## src/rtl/nrisc_pkg.sv

```systemverilog
// Shared nRISC definitions: opcodes, instruction field widths and the sequencer state encoding.
package nrisc_pkg;

   localparam int LARG_OP   = 3;
   localparam int LARG_REG  = 3;
   localparam int LARG_BOOL = 2;

   localparam logic [LARG_OP-1:0] OP_NOP  = 3'b000;
   localparam logic [LARG_OP-1:0] OP_ADD  = 3'b001;
   localparam logic [LARG_OP-1:0] OP_SUB  = 3'b010;
   localparam logic [LARG_OP-1:0] OP_AND  = 3'b011;
   localparam logic [LARG_OP-1:0] OP_MOV  = 3'b100;
   localparam logic [LARG_OP-1:0] OP_CMPZ = 3'b101;
   localparam logic [LARG_OP-1:0] OP_BAND = 3'b110;
   localparam logic [LARG_OP-1:0] OP_HALT = 3'b111;

   typedef enum logic [2:0] {
      OCIOSO,
      LEITURA,
      EXECUTA,
      ESCRITA,
      PARADO
   } estado_t;

   // Opcodes whose result lands in the boolean bank rather than the data bank.
   function automatic logic escreveBool(input logic [LARG_OP-1:0] op);
      return (op == OP_CMPZ) || (op == OP_BAND);
   endfunction

endpackage

```

## src/rtl/ula_nrisc.sv

```systemverilog
// Combinational nRISC ALU, zero latency, no flow control: data result for ADD/SUB/AND/MOV,
// boolean result for CMPZ/BAND; carries and borrows wrap modulo 2^LARGURA.
module ula_nrisc
   import nrisc_pkg::*;
#(
   parameter int LARGURA = 8
) (
   input  logic [LARG_OP-1:0]  op,
   input  logic [LARGURA-1:0]  a,
   input  logic [LARGURA-1:0]  b,
   input  logic                ba,
   input  logic                bb,
   output logic [LARGURA-1:0]  resultado,
   output logic                resultado_bool
);

   always_comb begin
      resultado      = '0;
      resultado_bool = 1'b0;
      case (op)
         OP_ADD:  resultado      = a + b;
         OP_SUB:  resultado      = a - b;
         OP_AND:  resultado      = a & b;
         OP_MOV:  resultado      = b;
         OP_CMPZ: resultado_bool = (a == '0);
         OP_BAND: resultado_bool = ba & bb;
         default: ;
      endcase
   end

endmodule

```

## src/rtl/sequenciador_registradores.sv

```systemverilog
// Register-bank sequencer: fetch/read/execute/write, 4 cycles per instruction (3 for NOP);
// InstrPronto only in OCIOSO, Halt freezes every transition and masks the write enables.
module sequenciador_registradores
   import nrisc_pkg::*;
#(
   parameter int LARGURA = 8,
   parameter int NREG    = 8,
   parameter int NBOOL   = 4
) (
   input  logic                     Clock,
   input  logic                     ResetN,
   input  logic                     Halt,
   input  logic [LARGURA-1:0]       Instr,
   input  logic                     InstrValido,
   output logic                     InstrPronto,
   output logic [$clog2(NREG)-1:0]  RegLido1,
   output logic [$clog2(NREG)-1:0]  RegLido2,
   input  logic [LARGURA-1:0]       Dado1,
   input  logic [LARGURA-1:0]       Dado2,
   output logic [$clog2(NBOOL)-1:0] BoolLido1,
   output logic [$clog2(NBOOL)-1:0] BoolLido2,
   input  logic                     DadoBool1,
   input  logic                     DadoBool2,
   output logic [$clog2(NREG)-1:0]  RegEscrito,
   output logic [LARGURA-1:0]       DadoEscrito,
   output logic                     EscritaReg,
   output logic [$clog2(NBOOL)-1:0] BoolEscrito,
   output logic                     DadoBoolEscrito,
   output logic                     EscritaBool,
   output logic                     Parado,
   output logic [7:0]               InstrCount
);

   estado_t              estado;
   logic [LARGURA-1:0]   instrReg;
   logic [LARGURA-1:0]   opA;
   logic [LARGURA-1:0]   opB;
   logic                 boolA;
   logic                 boolB;
   logic                 escritaRegQ;
   logic                 escritaBoolQ;

   logic [LARG_OP-1:0]   op;
   logic [LARG_REG-1:0]  rd;
   logic [LARG_REG-1:0]  rs;
   logic [LARG_REG-1:0]  rCmpz;
   logic [LARG_BOOL-1:0] bd;
   logic [LARG_BOOL-1:0] bs;
   logic [LARGURA-1:0]   resUla;
   logic                 resUlaBool;

   // Fields come from the captured instruction so the producer may change Instr after acceptance.
   assign op    = instrReg[7:5];
   assign rd    = instrReg[4:2];
   assign rs    = {1'b0, instrReg[1:0]};
   assign rCmpz = instrReg[2:0];
   assign bd    = instrReg[4:3];
   assign bs    = instrReg[1:0];

   assign RegLido1  = (op == OP_CMPZ) ? rCmpz : rd;
   assign RegLido2  = rs;
   assign BoolLido1 = bd;
   assign BoolLido2 = bs;

   // The held enable stays armed through a freeze, so the write lands exactly once after release.
   assign EscritaReg  = escritaRegQ  & ~Halt;
   assign EscritaBool = escritaBoolQ & ~Halt;

   ula_nrisc #(
      .LARGURA (LARGURA)
   ) u_ula (
      .op             (op),
      .a              (opA),
      .b              (opB),
      .ba             (boolA),
      .bb             (boolB),
      .resultado      (resUla),
      .resultado_bool (resUlaBool)
   );

   always_ff @(posedge Clock or negedge ResetN) begin
      if (!ResetN) begin
         estado          <= OCIOSO;
         InstrPronto     <= 1'b1;
         Parado          <= 1'b0;
         InstrCount      <= '0;
         instrReg        <= '0;
         opA             <= '0;
         opB             <= '0;
         boolA           <= 1'b0;
         boolB           <= 1'b0;
         RegEscrito      <= '0;
         DadoEscrito     <= '0;
         BoolEscrito     <= '0;
         DadoBoolEscrito <= 1'b0;
         escritaRegQ     <= 1'b0;
         escritaBoolQ    <= 1'b0;
      end else if (!Halt) begin
         case (estado)
            OCIOSO: begin
               if (InstrValido) begin
                  instrReg    <= Instr;
                  InstrPronto <= 1'b0;
                  estado      <= LEITURA;
               end
            end
            LEITURA: begin
               opA    <= Dado1;
               opB    <= Dado2;
               boolA  <= DadoBool1;
               boolB  <= DadoBool2;
               estado <= EXECUTA;
            end
            EXECUTA: begin
               if (op == OP_HALT) begin
                  Parado <= 1'b1;
                  estado <= PARADO;
               end else if (op == OP_NOP) begin
                  InstrCount  <= InstrCount + 8'd1;
                  InstrPronto <= 1'b1;
                  estado      <= OCIOSO;
               end else if (escreveBool(op)) begin
                  BoolEscrito     <= bd;
                  DadoBoolEscrito <= resUlaBool;
                  escritaBoolQ    <= 1'b1;
                  estado          <= ESCRITA;
               end else begin
                  RegEscrito  <= rd;
                  DadoEscrito <= resUla;
                  escritaRegQ <= 1'b1;
                  estado      <= ESCRITA;
               end
            end
            ESCRITA: begin
               escritaRegQ  <= 1'b0;
               escritaBoolQ <= 1'b0;
               InstrCount   <= InstrCount + 8'd1;
               InstrPronto  <= 1'b1;
               estado       <= OCIOSO;
            end
            PARADO: estado <= PARADO;
            default: estado <= OCIOSO;
         endcase
      end
   end

endmodule

```

## config.mk

```make
export PLATFORM = sky130hd
export DESIGN_NAME = sequenciador_registradores
export DESIGN_NICKNAME = d
export VERILOG_FILES = /design/src/rtl/nrisc_pkg.sv /design/src/rtl/ula_nrisc.sv /design/src/rtl/sequenciador_registradores.sv
export SDC_FILE = /design/constraint.sdc
export NUM_CORES = 1
export LEC_CHECK = 0
export BUFFER_PORTS_ARGS = -buffer_cell sky130_fd_sc_hd__buf_4
export CORE_MARGIN = 2
export CORE_UTILIZATION = 43
export DETAILED_ROUTE_END_ITERATION = 12
export PLACE_DENSITY = 0.76
export SLEW_MARGIN = 20
export SYNTH_ARGS = -nofsm -noshare
export SYNTH_HDL_FRONTEND = slang
export SYNTH_SLANG_ARGS = --single-unit
```

## constraint.sdc

```tcl
create_clock -name Clock -period 2.59 [get_ports Clock]
set_input_delay 0.259 -clock Clock [delete_from_list [all_inputs] [get_ports Clock]]
set_output_delay 0.259 -clock Clock [all_outputs]
set_load 0.05 [all_outputs]
```

==> summary.txt, run 1 <==
outcome -> finished with violations
failing checks -> hold timing
clock sinks -> 55
grt ovf -> 0
# resized after CTS -> 0
Async SR Flop Fraction -> 1.000
largest fanout on the critical path -> 6
FF+latch count, synth -> 55
via count -> 2,360
sequential share of the synthesized area -> 0.4605
DRC -> 0
cell area after synthesis -> 2992 µm²
most common cell after layout, fill and taps aside -> buf_4
Final Cycle Share -> 0.9180
starting density of the core -> 0.4428
Die ar. -> 7641 µm²
crit start category -> register
fraction of layout cells with a size suffix above 1 -> 0.3203
hold_buf cts -> 0
Synth Area in Compound Gates -> 0.1280
pin count of the biggest net entering global routing -> 56
Post-Synth Adder-Cell Area -> 0.04852
Final ANT Viol Nets -> 0
DRT iter0 DRCs -> 103
Via-to-Cell Ratio -> 5.376
synth-to-layout area growth -> 20.70%
EDFF count, synth -> 0
Setup Skew -> 0.01158 ns
H-Tree Depth -> 2
Final HPWL DP -> 4924 µm
die width -> 87.41 µm
Routed WL -> 6630 µm
Pre-antenna DRT Iters -> 4
TNS Setup -> 0 ns
simple-gate area share of the yosys netlist -> 0.1493
Root Buffer -> clkbuf_8
first-pass GRT wire length -> 10,690 µm
# diodes -> 0
gpl congestion -> 0.8518
worst min path class -> in2async
Post-Place Cells -> 431
crit path DAT -> 2.59 ns
Setup Fix Bufs, Post-CTS -> 0
maxcap violations -> 0
Worst EP required -> 2.80 ns
mux share of post-synthesis cell area -> 0.1046
CTS clk-pin slew, worst paths -> 0.10 ns
worst hold slack -> -0.02191 ns
RSZ-0062 raised after global routing -> no
Final Hold Violating Endpoints -> 20
minimum clock period -> 2.378 ns
chip height -> 87.41 µm
final std cells w/o fill -> 439
Synth cell types -> 52
io pins -> 66
Peak Freq -> 0.4206 GHz
Final Max Slew Viols -> 0
ys flop type -> dfrtp_1
Slew @ Worst Pin -> 0.6954 ns
WL per Instance -> 15.10 µm
# nets final -> 399
worst skew pair latency -> 0.31 ns
clk buf depth -> 2
most frequent cells in the layout -> buf_4 (71), dfrtp_1 (54), nand2_1 (33), mux2_2 (26), o21ai_0 (22)
initial antenna violation count -> 0
Worst slew margin -> 0.5364
vias in the first global route -> 2,201
Crit. End Element -> register
YS warnings -> 0
Buffers on Ports -> 64
final setup violation count -> 0
Syn Nets -> 338
Post-Synth XOR/XNOR Area -> 0.05563
largest family of logic cells by synthesized area -> simple AND/OR/NAND/NOR gates
Tot GR Track Use -> 0.1795
TritonCTS clock tree -> built
# rows -> 30
Mapped Avg Cell Area -> 10.07 µm²
cell count after synthesis -> 297
TritonCTS buffer count -> 5
Core Area -> 6756 µm²
WS Path Type -> reg2reg
[path summary, 6_finish.rpt]
path | startpoint | end | slack, ns | cells after the start
max | opB[0]$_DFFE_PN0P_ | DadoEscrito[7]$_DFFE_PN0P_ | 0.21 | 10
min | ResetN | opB[5]$_DFFE_PN0P_ | -0.02 | 1
max reg2reg | opB[0]$_DFFE_PN0P_ | DadoEscrito[7]$_DFFE_PN0P_ | 0.21 | 10
min reg2reg | InstrPronto$_DFFE_PN1P_ | InstrPronto$_DFFE_PN1P_ | 0.48 | 2
max in group asynchronous | ResetN | estado[2]$_DFFE_PN0P_ | 2.14 | 1
min in group Clock | Dado2[3] | opB[3]$_DFFE_PN0P_ | 0.14 | 3
[Yosys cell counts (2+ instances only)]
cell | instances | area share
a31o_2 | 2 | 0.0059
nand3b_1 | 3 | 0.0075
a21o_1 | 3 | 0.0075
buf_4 | 8 | 0.020
buf_2 | 3 | 0.0050
xnor2_1 | 13 | 0.038
a21oi_1 | 17 | 0.028
clkbuf_1 | 5 | 0.0063
nor2_1 | 19 | 0.024
mux2_2 | 26 | 0.098
nand3_1 | 7 | 0.012
inv_1 | 14 | 0.018
nand4_1 | 2 | 0.0042
a2bb2oi_1 | 3 | 0.0088
a31oi_1 | 5 | 0.010
and3_1 | 2 | 0.0042
mux2i_1 | 2 | 0.0067
xor2_1 | 6 | 0.018
nand2_1 | 33 | 0.041
nor3_1 | 4 | 0.0067
nand2b_1 | 2 | 0.0042
nor2b_1 | 3 | 0.0063
dfrtp_1 | 54 | 0.45
ha_1 | 10 | 0.042
o21ai_0 | 22 | 0.037
or3_1 | 2 | 0.0042
nor2_2 | 2 | 0.0042
[area by class of cell]
cell class / count / area [µm²]
Inverter: 15 / 57.56
Clock buffer: 6 / 72.57
Timing Repair Buffer: 71 / 533.0
Clock inverter: 2 / 12.51
Multi-Input combinational cell: 210 / 1458
Sequential cell: 55 / 1378
Fill cell: 627 / 3146
Tap cell: 80 / 100.1
[metrics by stage]
stage	hold WS (ns)	util	setup WS, ns	instance area [µm²]
final	-0.02191	0.5344	0.2124	3611
after global routing	0.02969	0.5344	0.04847	3611
after CTS	0.01076	0.5344	0.2002	3611
after detailed placement	0.3611	0.5219	0.2200	3526
after global placement	0.3544	0.5219	0.3202	3526
after floorplan	-0.03659	-	0.1965	2992
[critical path: stages (launching register included)]
cell      delay [ns]
dfrtp_1         0.44
inv_1           0.08
ha_1            0.24
a31oi_1         0.21
xnor2_1         0.14
ha_1            0.30
a21o_1          0.21
a31o_2          0.26
o21ai_0         0.14
nor2_1          0.05
a211oi_1        0.19
[metal layers]
| layer | part of all wire | vias to the layer above | GRT usage |
|---|---|---|---|
| li1 | - | 1152 | - |
| met1 | 0.47 | 1141 | 0.2551 |
| met2 | 0.47 | 62 | 0.2831 |
| met3 | 0.053 | 5 | 0.03886 |
| met4 | 0.0084 | 0 | 0.03776 |
| met5 | 0 | - | 0 |
[registers in the layout, indices dropped and copies added (netlist names)]
signal	cells
BoolEscrito	2
DadoBoolEscrito	1
DadoEscrito	8
InstrCount	8
InstrPronto	1
Parado	1
RegEscrito	3
boolA	1
boolB	1
escritaBoolQ	1
escritaRegQ	1
estado	3
instrReg	8
opA	8
opB	8
[kinds of logic (layout without fill, tap and decap cells)]
| kind of cell | Yosys count | in the layout |
|---|---|---|
| compound gates | 63 | 63 |
| xor+xnor | 19 | 19 |
| fa+ha+maj | 11 | 11 |
| buf+inv | 32 | 94 |
| flops | 55 | 55 |
| other cells | 1 | 1 |
| simple gates | 88 | 88 |
| mux | 28 | 28 |
Power of run 1 is left out: the tool's default activity adds up to more than one toggle a clock period on the data nets, which glitch-free logic cannot reach.
==> inputs of run 2 (changes only) <==
Clock period 2.59 ns to 2.1 ns, I/O delays scaled along.
==> run 2 against run 1 <==
Effect of this change: the flow finishes with violations (setup timing); critical path depth did not move; final area rose by 8.6%; maximum frequency rose by 3.5%; die area did not move; clock skew barely moved; sequential share of layout area fell by 3.0 points.
==> summary.txt, run 2 (synthesized netlist as in run 1, its figures left out) <==
Peak Freq -> 0.4354 GHz
fin util -> 0.5806
Final Cycle Share -> 1.094
WL per Instance -> 15.38 µm
Critical Path Start -> opB[1]$_DFFE_PN0P_
Final ANT Viol Nets -> 0
H-Tree Depth -> 2
worst skew pair latency -> 0.32 ns
initial antenna violation count -> 0
first-pass GRT wire length -> 11,610 µm
minimum clock period -> 2.297 ns
Buffers on Ports -> 64
final instance area -> 3923 µm²
Slew @ Worst Pin -> 0.9590 ns
Worst slew margin -> 0.3593
crit-path leading delay family -> compound AO/OA/AOI/OAI gates
clock sinks -> 55
RSZ-0062 raised after global routing -> yes
most frequent cells in the layout -> buf_4 (92), dfrtp_1 (54), nand2_1 (32), mux2_2 (25), nor2_1 (19)
reg-to-reg slack, setup -> -0.20 ns
worst min path class -> in2reg
TritonCTS clock tree -> built
TNS Setup -> -0.6162 ns
final setup violation count -> 5
Placed Instance Area -> 3704 µm²
worst hold slack -> 0.09135 ns
synth-to-layout area growth -> 31.12%
starting density of the core -> 0.4428
Routed WL -> 7134 µm
TritonCTS buffer count -> 5
Root Buffer -> clkbuf_8
Setup Skew -> 0.01207 ns
Worst EP required -> 2.33 ns
maxcap violations -> 0
# nets final -> 424
via count -> 2,517
crit path DAT -> 2.53 ns
io pins -> 66
Final Max Slew Viols -> 0
critical path depth -> 10
Worst Reg2Reg Path Length in Cells -> 10
Die ar. -> 7641 µm²
CTS clk-pin slew, worst paths -> 0.10 ns
Worst Path Buf+Inv -> 1
WS Path Type -> reg2reg
Final HPWL DP -> 5082 µm
RR Endpoint -> DadoEscrito[7]$_DFFE_PN0P_
vias in the first global route -> 2,482
Via-to-Cell Ratio -> 5.425
DRC -> 0
largest fanout on the critical path -> 4
gpl congestion -> 0.8802
pin count of the biggest net entering global routing -> 56
Hold Path Origin -> Dado1[0]
grt ovf -> 0
die width -> 87.41 µm
most common cell after layout, fill and taps aside -> buf_4
outcome -> finished with violations
Pre-antenna DRT Iters -> 4
Worst path slowest cell -> dfrtp_1
worst path cell trace -> inv_1 > ha_2 > a31oi_2 > xnor2_1 > ha_1 > a21o_1 > a31o_2 > o21ai_2 > nor2_1 > a211oi_1
crit start category -> register
failing checks -> setup timing
final setup margin -> -0.1970 ns
Crit. End Element -> register
# diodes -> 0
Tot GR Track Use -> 0.1946
Core Area -> 6756 µm²
clk buf depth -> 2
DRT iter0 DRCs -> 140
Final Hold Violating Endpoints -> 0
reg2reg start -> opB[1]$_DFFE_PN0P_
CP endpoint -> DadoEscrito[7]$_DFFE_PN0P_
hold depth -> 3
# rows -> 30
fraction of layout cells with a size suffix above 1 -> 0.4089
Max stage delay on crit path -> 0.40 ns
chip height -> 87.41 µm
run 2: cell types whose count changed in the layout (fill, tap and decap cells not counted), sizes merged:
cell / change
buf: +24
clkbuf: +1
clkinvlp: -1
dlygate4sd3: +1
run 2: metrics by stage:
| stage | std cells | worst slack, ns |
|---|---|---|
| detailed placement | 450 | -0.1164 |
| global placement | 450 | -0.05747 |
| CTS | 462 | -0.1205 |
| floorplan | 297 | -0.06303 |
| finish | 464 | -0.1970 |
| global route | 464 | -0.3042 |
run 2: final cells by class:
cell class | count | area (µm²)
Clock inverter | 1 | 8.758
Sequential cell | 55 | 1378
Timing Repair Buffer | 96 | 743.2
Tap cell | 80 | 100.1
Clock buffer | 7 | 86.33
Multi-Input combinational cell | 210 | 1549
Inverter | 15 | 57.56
Fill cell | 604 | 2834
run 2: worst min-delay path by stage:
stage	endpoint	slack, ns
after detailed placement	DadoEscrito[0]$_DFFE_PN0P_	0.31
after global placement	DadoEscrito[1]$_DFFE_PN0P_	0.31
after global routing	opB[1]$_DFFE_PN0P_	0.09
after floorplan	BoolEscrito[0]$_DFFE_PN0P_	-0.09
after CTS	opB[2]$_DFFE_PN0P_	0.09
final	opA[0]$_DFFE_PN0P_	0.09
run 2: layer usage:
| layer | global-route usage | wire, µm |
|---|---|---|
| met3 | 0.05118 | 493 |
| met2 | 0.3168 | 3387 |
| met1 | 0.2566 | 3163 |
| met5 | 0 | 0 |
| met4 | 0.05315 | 91 |
run 2: worst reg2reg max path: stages (launching register included):
cell,delay (ns)
dfrtp_1,0.40
inv_1,0.09
ha_2,0.23
a31oi_2,0.11
xnor2_1,0.14
ha_1,0.36
a21o_1,0.26
a31o_2,0.28
o21ai_2,0.12
nor2_1,0.05
a211oi_1,0.16
run 2: timing repair:
action,in CTS,in global routing
setup endpoints to repair,5,7
resized for setup,11,9
pin swaps,12,11
buffers inserted,3,2
hold endpoints to repair,54,0
gates cloned,0,0
hold buffers,1,0
Power of run 2 is left out for the same reason.
==> inputs of run 3 (changes only) <==
Settings changed: CORE_ASPECT_RATIO set to 0.5, CTS_CLUSTER_DIAMETER set to 120.
==> run 3 against run 2 <==
Effect of this change: the run still ends with setup timing left; largest cell class unchanged; critical endpoint unchanged; utilization grew 2.7 points; sequential share of layout area shrank 1.3 points; maximum frequency shrank 0.59%; highest routed layer unchanged; non-clock buffer count grew 7; routed wire length grew 8.0%; die area grew 0.53%.
==> summary.txt, run 3 (synthesized netlist as in run 1, its figures left out) <==
crit path DAT -> 2.48 ns
# rows -> 21
via count -> 2,517
Tot GR Track Use -> 0.2103
reg-to-reg slack, setup -> -0.21 ns
minimum clock period -> 2.311 ns
outcome -> finished with violations
initial antenna violation count -> 0
TritonCTS clock tree -> built
worst min path class -> in2reg
final setup margin -> -0.2107 ns
Slew @ Worst Pin -> 0.6959 ns
RR Endpoint -> DadoEscrito[7]$_DFFE_PN0P_
Final Cycle Share -> 1.100
Setup Skew -> 0.005314 ns
starting density of the core -> 0.4465
Final HPWL DP -> 5422 µm
Via-to-Cell Ratio -> 5.211
clk buf depth -> 2
reg2reg start -> instrReg[7]$_DFFE_PN0P_
# nets final -> 431
crit-path most repeated cell -> buf_4
Final Max Slew Viols -> 0
vias in the first global route -> 2,504
failing checks -> setup timing
H-Tree Depth -> 2
Core Area -> 6700 µm²
chip height -> 62.98 µm
first-pass GRT wire length -> 12,460 µm
global routing usage on met3 -> 0.04653
clock sinks -> 55
CP endpoint -> DadoEscrito[7]$_DFFE_PN0P_
TNS Setup -> -0.7404 ns
Critical Path Start -> instrReg[7]$_DFFE_PN0P_
crit start category -> register
final setup violation count -> 7
die width -> 122.0 µm
Peak Freq -> 0.4328 GHz
worst skew pair latency -> 0.29 ns
Final ANT Viol Nets -> 0
busiest grt layer -> met2
fraction of layout cells with a size suffix above 1 -> 0.4194
Max stage delay on crit path -> 0.41 ns
met2 GRT Util -> 0.3296
Final Hold Violating Endpoints -> 0
Worst EP required -> 2.27 ns
worst path cell trace -> nor3b_4 > buf_6 > a31oi_2 > xnor2_1 > ha_1 > buf_4 > buf_4 > nand4_1 > a21oi_2 > o21ai_2 > nor2_1 > a211oi_1
DRT iter0 DRCs -> 139
CTS clk-pin slew, worst paths -> 0.07 ns
fin util -> 0.6078
pre-CTS WS -> -0.2117 ns
Crit. End Element -> register
DRC -> 0
Buffers on Ports -> 64
grt ovf -> 0
largest fanout on the critical path -> 4
most frequent cells in the layout -> buf_4 (98), dfrtp_1 (54), nand2_1 (32), mux2_2 (25), nor2_1 (19)
crit-path leading delay family -> simple AND/OR/NAND/NOR gates
Root Buffer -> clkbuf_16
io pins -> 66
# diodes -> 0
met1 global-route usage -> 0.2883
final std cells w/o fill -> 483
Post-Place Cells -> 466
Worst Path Buf+Inv -> 3
Worst path slowest cell -> dfrtp_1
RSZ-0062 raised after global routing -> yes
pin count of the biggest net entering global routing -> 56
Worst Reg2Reg Path Length in Cells -> 12
Pre-antenna DRT Iters -> 4
Worst slew margin -> 0.5361
Routed WL -> 7707 µm
most common cell after layout, fill and taps aside -> buf_4
synth-to-layout area growth -> 36.14%
maxcap violations -> 0
WS Path Type -> reg2reg
gpl congestion -> 0.9340
critical path depth -> 12
Die ar. -> 7681 µm²
WL per Instance -> 15.96 µm
TritonCTS buffer count -> 5
[run 3: how the worst min path moves through the flow]
| stage | startpoint | endpoint | slack (ns) | cells after the start |
|---|---|---|---|---|
| after detailed placement | ResetN | escritaBoolQ$_DFFE_PN0P_ | 0.31 | 1 |
| after floorplan | ResetN | BoolEscrito[0]$_DFFE_PN0P_ | -0.09 | 0 |
| after CTS | Dado2[3] | opB[3]$_DFFE_PN0P_ | 0.11 | 3 |
| final | Dado2[3] | opB[3]$_DFFE_PN0P_ | 0.12 | 3 |
| after global placement | ResetN | BoolEscrito[0]$_DFFE_PN0P_ | 0.29 | 1 |
| after global routing | Dado2[3] | opB[3]$_DFFE_PN0P_ | 0.11 | 3 |
[run 3: per-stage QoR]
step	hold WS, ns	area [µm²]
2_1_floorplan	-0.08559	3029
3_3_place_gp	0.2917	3736
3_5_place_dp	0.3079	3736
4_1_cts	0.1122	3939
5_1_grt	0.1112	4073
6_report	0.1161	4073
[run 3: worst register-to-register path, cell delays in order (launching register included)]
cell and delay (ns):
dfrtp_1 0.41, nor3b_4 0.25, buf_6 0.15, a31oi_2 0.04
xnor2_1 0.14, ha_1 0.35, buf_4 0.13, buf_4 0.10
nand4_1 0.13, a21oi_2 0.22, o21ai_2 0.09, nor2_1 0.13
a211oi_1 0.06
[run 3: area by class of cell]
cell class / count / area, µm²
multi-input cells: 210 / 1592
repair buffers: 103 / 790.8
fillers: 540 / 2628
well taps: 92 / 115.1
clock buffers: 8 / 136.4
inverters: 15 / 61.31
flip-flops and latches: 55 / 1378
[run 3: routing by layer]
| metal | part of all wire | up-vias |
|---|---|---|
| met2 | 0.46 | 64 |
| li1 | - | 1217 |
| met3 | 0.049 | 17 |
| met5 | 0 | - |
| met4 | 0.028 | 0 |
| met1 | 0.46 | 1219 |
[run 3: what timing repair did]
item	CTS	global route
pin swaps	10	8
endpoints found under the setup margin	5	7
endpoints found under the hold margin	51	0
setup buffers	3	5
resized for setup	11	17
hold buffers	1	0
Power of run 3 is left out for the same reason.
